<file path="src/rtl/ascon_rc_seq_ti.sv">
// ascon_rc_seq_ti: sequenced round-constant stage for the threshold-implemented
// Ascon permutation, operating on the x2 lane split into SHARES Boolean shares.
// Optional feature macro: ASCON_RC_REMASK_EN (re-masks shares with rnd_in).
module ascon_rc_seq_ti #(
    parameter int unsigned SHARES = 3,
    parameter int unsigned WIDTH  = 64
) (
    input  logic                          clk,
    input  logic                          rst,
    input  logic                          start,
    input  logic [3:0]                    rounds,
    input  logic                          in_valid,
    output logic                          in_ready,
    input  logic [SHARES*WIDTH-1:0]       x2_in,
    input  logic [(SHARES-1)*WIDTH-1:0]   rnd_in,
    output logic                          out_valid,
    input  logic                          out_ready,
    output logic [SHARES*WIDTH-1:0]       x2_out,
    output logic [3:0]                    round_idx,
    output logic                          last,
    output logic                          busy,
    output logic                          done,
    output logic                          err
);

    localparam int unsigned XW = SHARES * WIDTH;
    localparam int unsigned RW = (SHARES - 1) * WIDTH;

`ifdef ASCON_RC_REMASK_EN
    localparam bit REMASK = 1'b1;
`else
    localparam bit REMASK = 1'b0;
`endif

    typedef enum logic [1:0] {
        IDLE  = 2'd0,
        RUN   = 2'd1,
        FLUSH = 2'd2
    } state_t;

    state_t          state_q, state_d;
    logic [3:0]      r_q, r_d;
    logic [3:0]      ctr_q, ctr_d;
    logic            ov_q, ov_d;
    logic [XW-1:0]   x2_q, x2_d;
    logic [3:0]      idx_q, idx_d;
    logic            last_q, last_d;
    logic            done_q, done_d;
    logic            err_q, err_d;

    logic [RW-1:0]   rnd_eff;
    logic [XW-1:0]   x2_new;
    logic [WIDTH-1:0] rnd_acc;
    logic [3:0]      k;
    logic [7:0]      rc;
    logic            rounds_ok;
    logic            accept;
    logic            out_fire;
    logic            final_round;

    // Without re-masking the randomness is gated to zero; the port stays for drop-in use.
    assign rnd_eff = REMASK ? rnd_in : '0;

    assign rounds_ok   = (rounds != 4'd0) && (rounds <= 4'd12);
    assign k           = 4'(4'd12 - r_q + ctr_q);
    assign rc          = {4'(4'd15 - k), k};
    assign in_ready    = (state_q == RUN) && (!ov_q || out_ready);
    assign accept      = in_valid && in_ready;
    assign out_fire    = ov_q && out_ready;
    assign final_round = (ctr_q == 4'(r_q - 4'd1));

    assign out_valid = ov_q;
    assign x2_out    = x2_q;
    assign round_idx = idx_q;
    assign last      = last_q;
    assign busy      = (state_q != IDLE);
    assign done      = done_q;
    assign err       = err_q;

    // Round datapath: re-mask leading shares, fold all masks and the constant into the last share.
    always_comb begin
        x2_new  = '0;
        rnd_acc = '0;
        for (int unsigned j = 0; j < SHARES - 1; j++) begin
            x2_new[j*WIDTH +: WIDTH] = x2_in[j*WIDTH +: WIDTH] ^ rnd_eff[j*WIDTH +: WIDTH];
            rnd_acc                  = rnd_acc ^ rnd_eff[j*WIDTH +: WIDTH];
        end
        x2_new[(SHARES-1)*WIDTH +: WIDTH] = x2_in[(SHARES-1)*WIDTH +: WIDTH] ^ rnd_acc ^ WIDTH'(rc);
    end

    // Next-state and output-register update for the IDLE/RUN/FLUSH sequencer.
    always_comb begin
        state_d = state_q;
        r_d     = r_q;
        ctr_d   = ctr_q;
        ov_d    = ov_q;
        x2_d    = x2_q;
        idx_d   = idx_q;
        last_d  = last_q;
        done_d  = 1'b0;
        err_d   = 1'b0;
        case (state_q)
            IDLE: begin
                if (start) begin
                    if (rounds_ok) begin
                        r_d     = rounds;
                        ctr_d   = '0;
                        state_d = RUN;
                    end else begin
                        err_d = 1'b1;
                    end
                end
            end
            RUN: begin
                if (out_fire) begin
                    ov_d = 1'b0;
                end
                if (accept) begin
                    ov_d   = 1'b1;
                    x2_d   = x2_new;
                    idx_d  = ctr_q;
                    last_d = final_round;
                    ctr_d  = 4'(ctr_q + 4'd1);
                    if (final_round) begin
                        state_d = FLUSH;
                    end
                end
            end
            FLUSH: begin
                if (out_fire) begin
                    ov_d    = 1'b0;
                    done_d  = 1'b1;
                    state_d = IDLE;
                end
            end
            default: state_d = IDLE;
        endcase
    end

    // State and output registers with synchronous reset.
    always_ff @(posedge clk) begin
        if (rst) begin
            state_q <= IDLE;
            r_q     <= '0;
            ctr_q   <= '0;
            ov_q    <= 1'b0;
            x2_q    <= '0;
            idx_q   <= '0;
            last_q  <= 1'b0;
            done_q  <= 1'b0;
            err_q   <= 1'b0;
        end else begin
            state_q <= state_d;
            r_q     <= r_d;
            ctr_q   <= ctr_d;
            ov_q    <= ov_d;
            x2_q    <= x2_d;
            idx_q   <= idx_d;
            last_q  <= last_d;
            done_q  <= done_d;
            err_q   <= err_d;
        end
    end

endmodule

</file>
<file path="config.mk">
export PLATFORM = sky130hd
export DESIGN_NAME = ascon_rc_seq_ti
export DESIGN_NICKNAME = d
export VERILOG_FILES = /design/src/rtl/ascon_rc_seq_ti.sv
export SDC_FILE = /design/constraint.sdc
export NUM_CORES = 1
export LEC_CHECK = 0
export BUFFER_PORTS_ARGS = -buffer_cell sky130_fd_sc_hd__buf_2
export CAP_MARGIN = 20
export CORE_AREA = 2 2 209 211
export CTS_CLUSTER_DIAMETER = 120
export CTS_CLUSTER_SIZE = 14
export DETAILED_ROUTE_END_ITERATION = 7
export DIE_AREA = 0 0 211 213
export PLACE_DENSITY_LB_ADDON = 0.08
export SLEW_MARGIN = 20
export SYNTH_ARGS = -nofsm -noshare
export SYNTH_HDL_FRONTEND = slang
export SYNTH_SLANG_ARGS = --single-unit
</file>
<file path="constraint.sdc">
create_clock -name clk -period 4.8 [get_ports clk]
set_clock_uncertainty 0.05 [all_clocks]
set_input_delay 0.24 -clock clk [delete_from_list [all_inputs] [get_ports clk]]
set_output_delay 0.24 -clock clk [all_outputs]
set_load 0.005 [all_outputs]
</file>
==> flow_metrics.tcl <==
set metrics [dict create \
    ir_drop_mv 0.184 \
    fp.coreArea_um2 42700 \
    clk_latency_ns 0.51 \
    die_h_um 213 \
    hold_slack_ns 0.0366 \
    drt.antenna.violating_nets 0 \
    final.setup.tns_ns 0 \
    cts.htree.levels 1 \
    drtPass1Iterations 4 \
    drive_above_1_share_pct 29.0 \
    cp-start-kind "flop" \
    crit_path_max_fanout 66 \
    comb_power_share_pct 26.5 \
    p_leak_nw 5.46 \
    finalMaxSlewViolations 0 \
    grt_max_degree 108 \
    cts_tree "done" \
    cp.arrival_ns 3.06 \
    hold_path_class "primary input to flop" \
    cts_buffer_depth 3 \
    rsz0062_at_grt "false" \
    syn_avg_cell_area_um2 7.97 \
    grt_pass1_vias 7839 \
    synth_seq_cells 210 \
    grtUsageTotal_pct 12.6 \
    layout_commonest_cell "buf_2" \
    ios 531 \
    hold_viol 0 \
    p_seq_share_pct 44.0 \
    num-nets-final 1853 \
    min-delay-start "x2_in[135]" \
    r2r_end "x2_out[132]" \
    fin_crit_sh_pct 56.5 \
    clockPowerShare_pct 29.5 \
    yosysUniqueCellTypes 34 \
    antenna_found_initial 0 \
    fp.dieW_um 211 \
    reg2regPathDepth 6 \
    drtIter0Drc 311 \
    netlist_instances 956 \
    p_int_mw 3.18 \
    path_clk_slew_ns 0.07 \
    row_count 76 \
    worstMarginPinSlew_ns 0.975 \
    synth-seq-area-share_pct 55.1 \
    outcome "completed" \
    synth_edf_count 0 \
    dieArea_um2 44900 \
    ys_warn_count 0 \
    worst_setup_path_end_kind "flop" \
    wirelength_um 30000 \
    cts-root-buf "clkbuf_16" \
    globalplace.congestion 0.693 \
    tritoncts.num_buffers 18 \
    grt-ovfl-total 0 \
    postCtsSetupBuffers 0 \
    clock_sinks 210 \
    n_antenna_cell 0 \
    syn_nets 1295 \
    async_flop_share_pct 0 \
    worstSetupPathType "flop to flop" \
    max_freq_mhz 369 \
    crit-reg2reg-launch "state_q[1]" \
    max_slew_margin_pct 35.0 \
    netlist_area_um2 7620 \
    power.density_nw_per_um2 370 \
    viasPerCell 3.93 \
    startpoint "state_q[1]" \
    switching_share_pct 31.7 \
    maxCapViolations 0 \
    wl_per_cell_um 14.6 \
    switchingPower_mw 1.48 \
    hpwl_um 19800 \
    final_cell_mix "401 x buf_2, 392 x nand2_1, 210 x dfxtp_1, 197 x dlygate4sd3_1, 194 x a21oi_1" \
    period_needed_ns 2.71 \
    vias 8099 \
    synthFlopType "dfxtp_1" \
    reg2reg_slack_ns 2.09 \
    required_ns 5.15 \
    timing.critical_path.to "x2_out[132]" \
    initial_core_util_pct 17.9 \
    port_buffers 402 \
    drc 0 \
    syn2layout_area_growth_pct 65.0 \
    grt_pass1_wl_um 45000 \
    setup_viol 0 \
]
-- registers in the layout (all words and copies together) (netlist names) --
| signal | count |
|---|---|
| err | 1 |
| state_q | 2 |
| round_idx | 4 |
| done | 1 |
| r_q | 4 |
| last | 1 |
| ctr_q | 4 |
| x2_out | 192 |
| out_valid | 1 |
-- critical path: stages (launching register included) --
cell	delay (ns)
dfxtp_1	0.32
inv_1	0.09
ha_1	0.44
and3_4	0.62
buf_4	0.67
nor2_1	0.08
a211oi_1	0.24
-- per-stage QoR --
stage	worst slack, ns	power [mW]	std cells	util [%]	cell area, µm²
after floorplan	2.78	2.72	956	-	7620
after detailed placement	2.06	3.23	1843	23.7	10100
final	2.09	4.65	2059	29.5	12600
after global placement	2.08	3.22	1843	23.7	10100
after CTS	2.03	4.80	2059	29.5	12600
after global routing	1.82	4.99	2059	29.5	12600
-- layer usage --
| layer | track usage, % | share of wire, % | vias up |
|---|---|---|---|
| li1 | - | - | 4171 |
| met1 | 16.4 | 45 | 3681 |
| met2 | 20.8 | 47 | 220 |
| met3 | 3.56 | 6.4 | 27 |
| met4 | 2.45 | 1.5 | 0 |
| met5 | 0 | 0 | - |
-- cell type report --
| cell class | instances | area, µm² |
|---|---|---|
| sequential | 210 | 4200 |
| multi-input combinational | 666 | 3100 |
| clock buffer | 19 | 475 |
| inverter | 12 | 45.0 |
| tap | 546 | 683 |
| timing repair buffer | 606 | 4070 |
| fill | 4722 | 30100 |
-- worst min path at each step --
stage / to / slack, ns / cells after the start
6_report: x2_out[135] / 0.04 / 4
5_1_grt: x2_out[135] / 0.06 / 4
4_1_cts: x2_out[135] / 0.03 / 4
3_5_place_dp: x2_out[17] / 0.39 / 2
3_3_place_gp: x2_out[141] / 0.39 / 2
2_1_floorplan: x2_out[0] / 0.33 / 2
-- timing repair --
item	4_1_cts	5_1_grt
hold endpoints to repair	197	0
gates resized for setup	0	0
hold buffers	197	0
-- Yosys cell counts, types with 2 or more instances --
cell type	n	area (µm²)
a211oi_1	4	30.0
a21oi_1	194	971
a21oi_2	3	26.3
and2_1	2	12.5
buf_1	4	15.0
buf_2	23	115
buf_4	2	15.0
clkbuf_1	39	146
dfxtp_1	210	4200
ha_1	9	113
inv_1	12	45.0
mux2i_1	5	50.1
nand2_1	392	1470
nand2b_1	3	18.8
nand3_1	2	10.0
nand4_1	4	25.0
nor2_1	15	56.3
nor3_1	3	15.0
o21a_1	2	15.0
xnor2_1	14	123
-- logic make-up after synthesis --
| logic type | share of synthesized area [%] |
|---|---|
| DFF | 55.1 |
| adders and majority gates | 1.74 |
| and+or+nand+nor | 21.6 |
| muxes | 0.657 |
| xor gates and xnor gates | 1.72 |
| AOI/OAI and AO/OA | 14.7 |
| buffers and inverters | 4.41 |
-- power groups by stage --
stage,logic (mW),registers (mW),clock network (mW)
4_1_cts,1.28,2.05,1.48
5_1_grt,1.39,2.07,1.52
2_1_floorplan,0.607,2.11,0
6_report,1.23,2.05,1.37
3_5_place_dp,1.14,2.09,0
3_3_place_gp,1.14,2.08,0
Note: power is estimated with default switching activity, not from simulation.
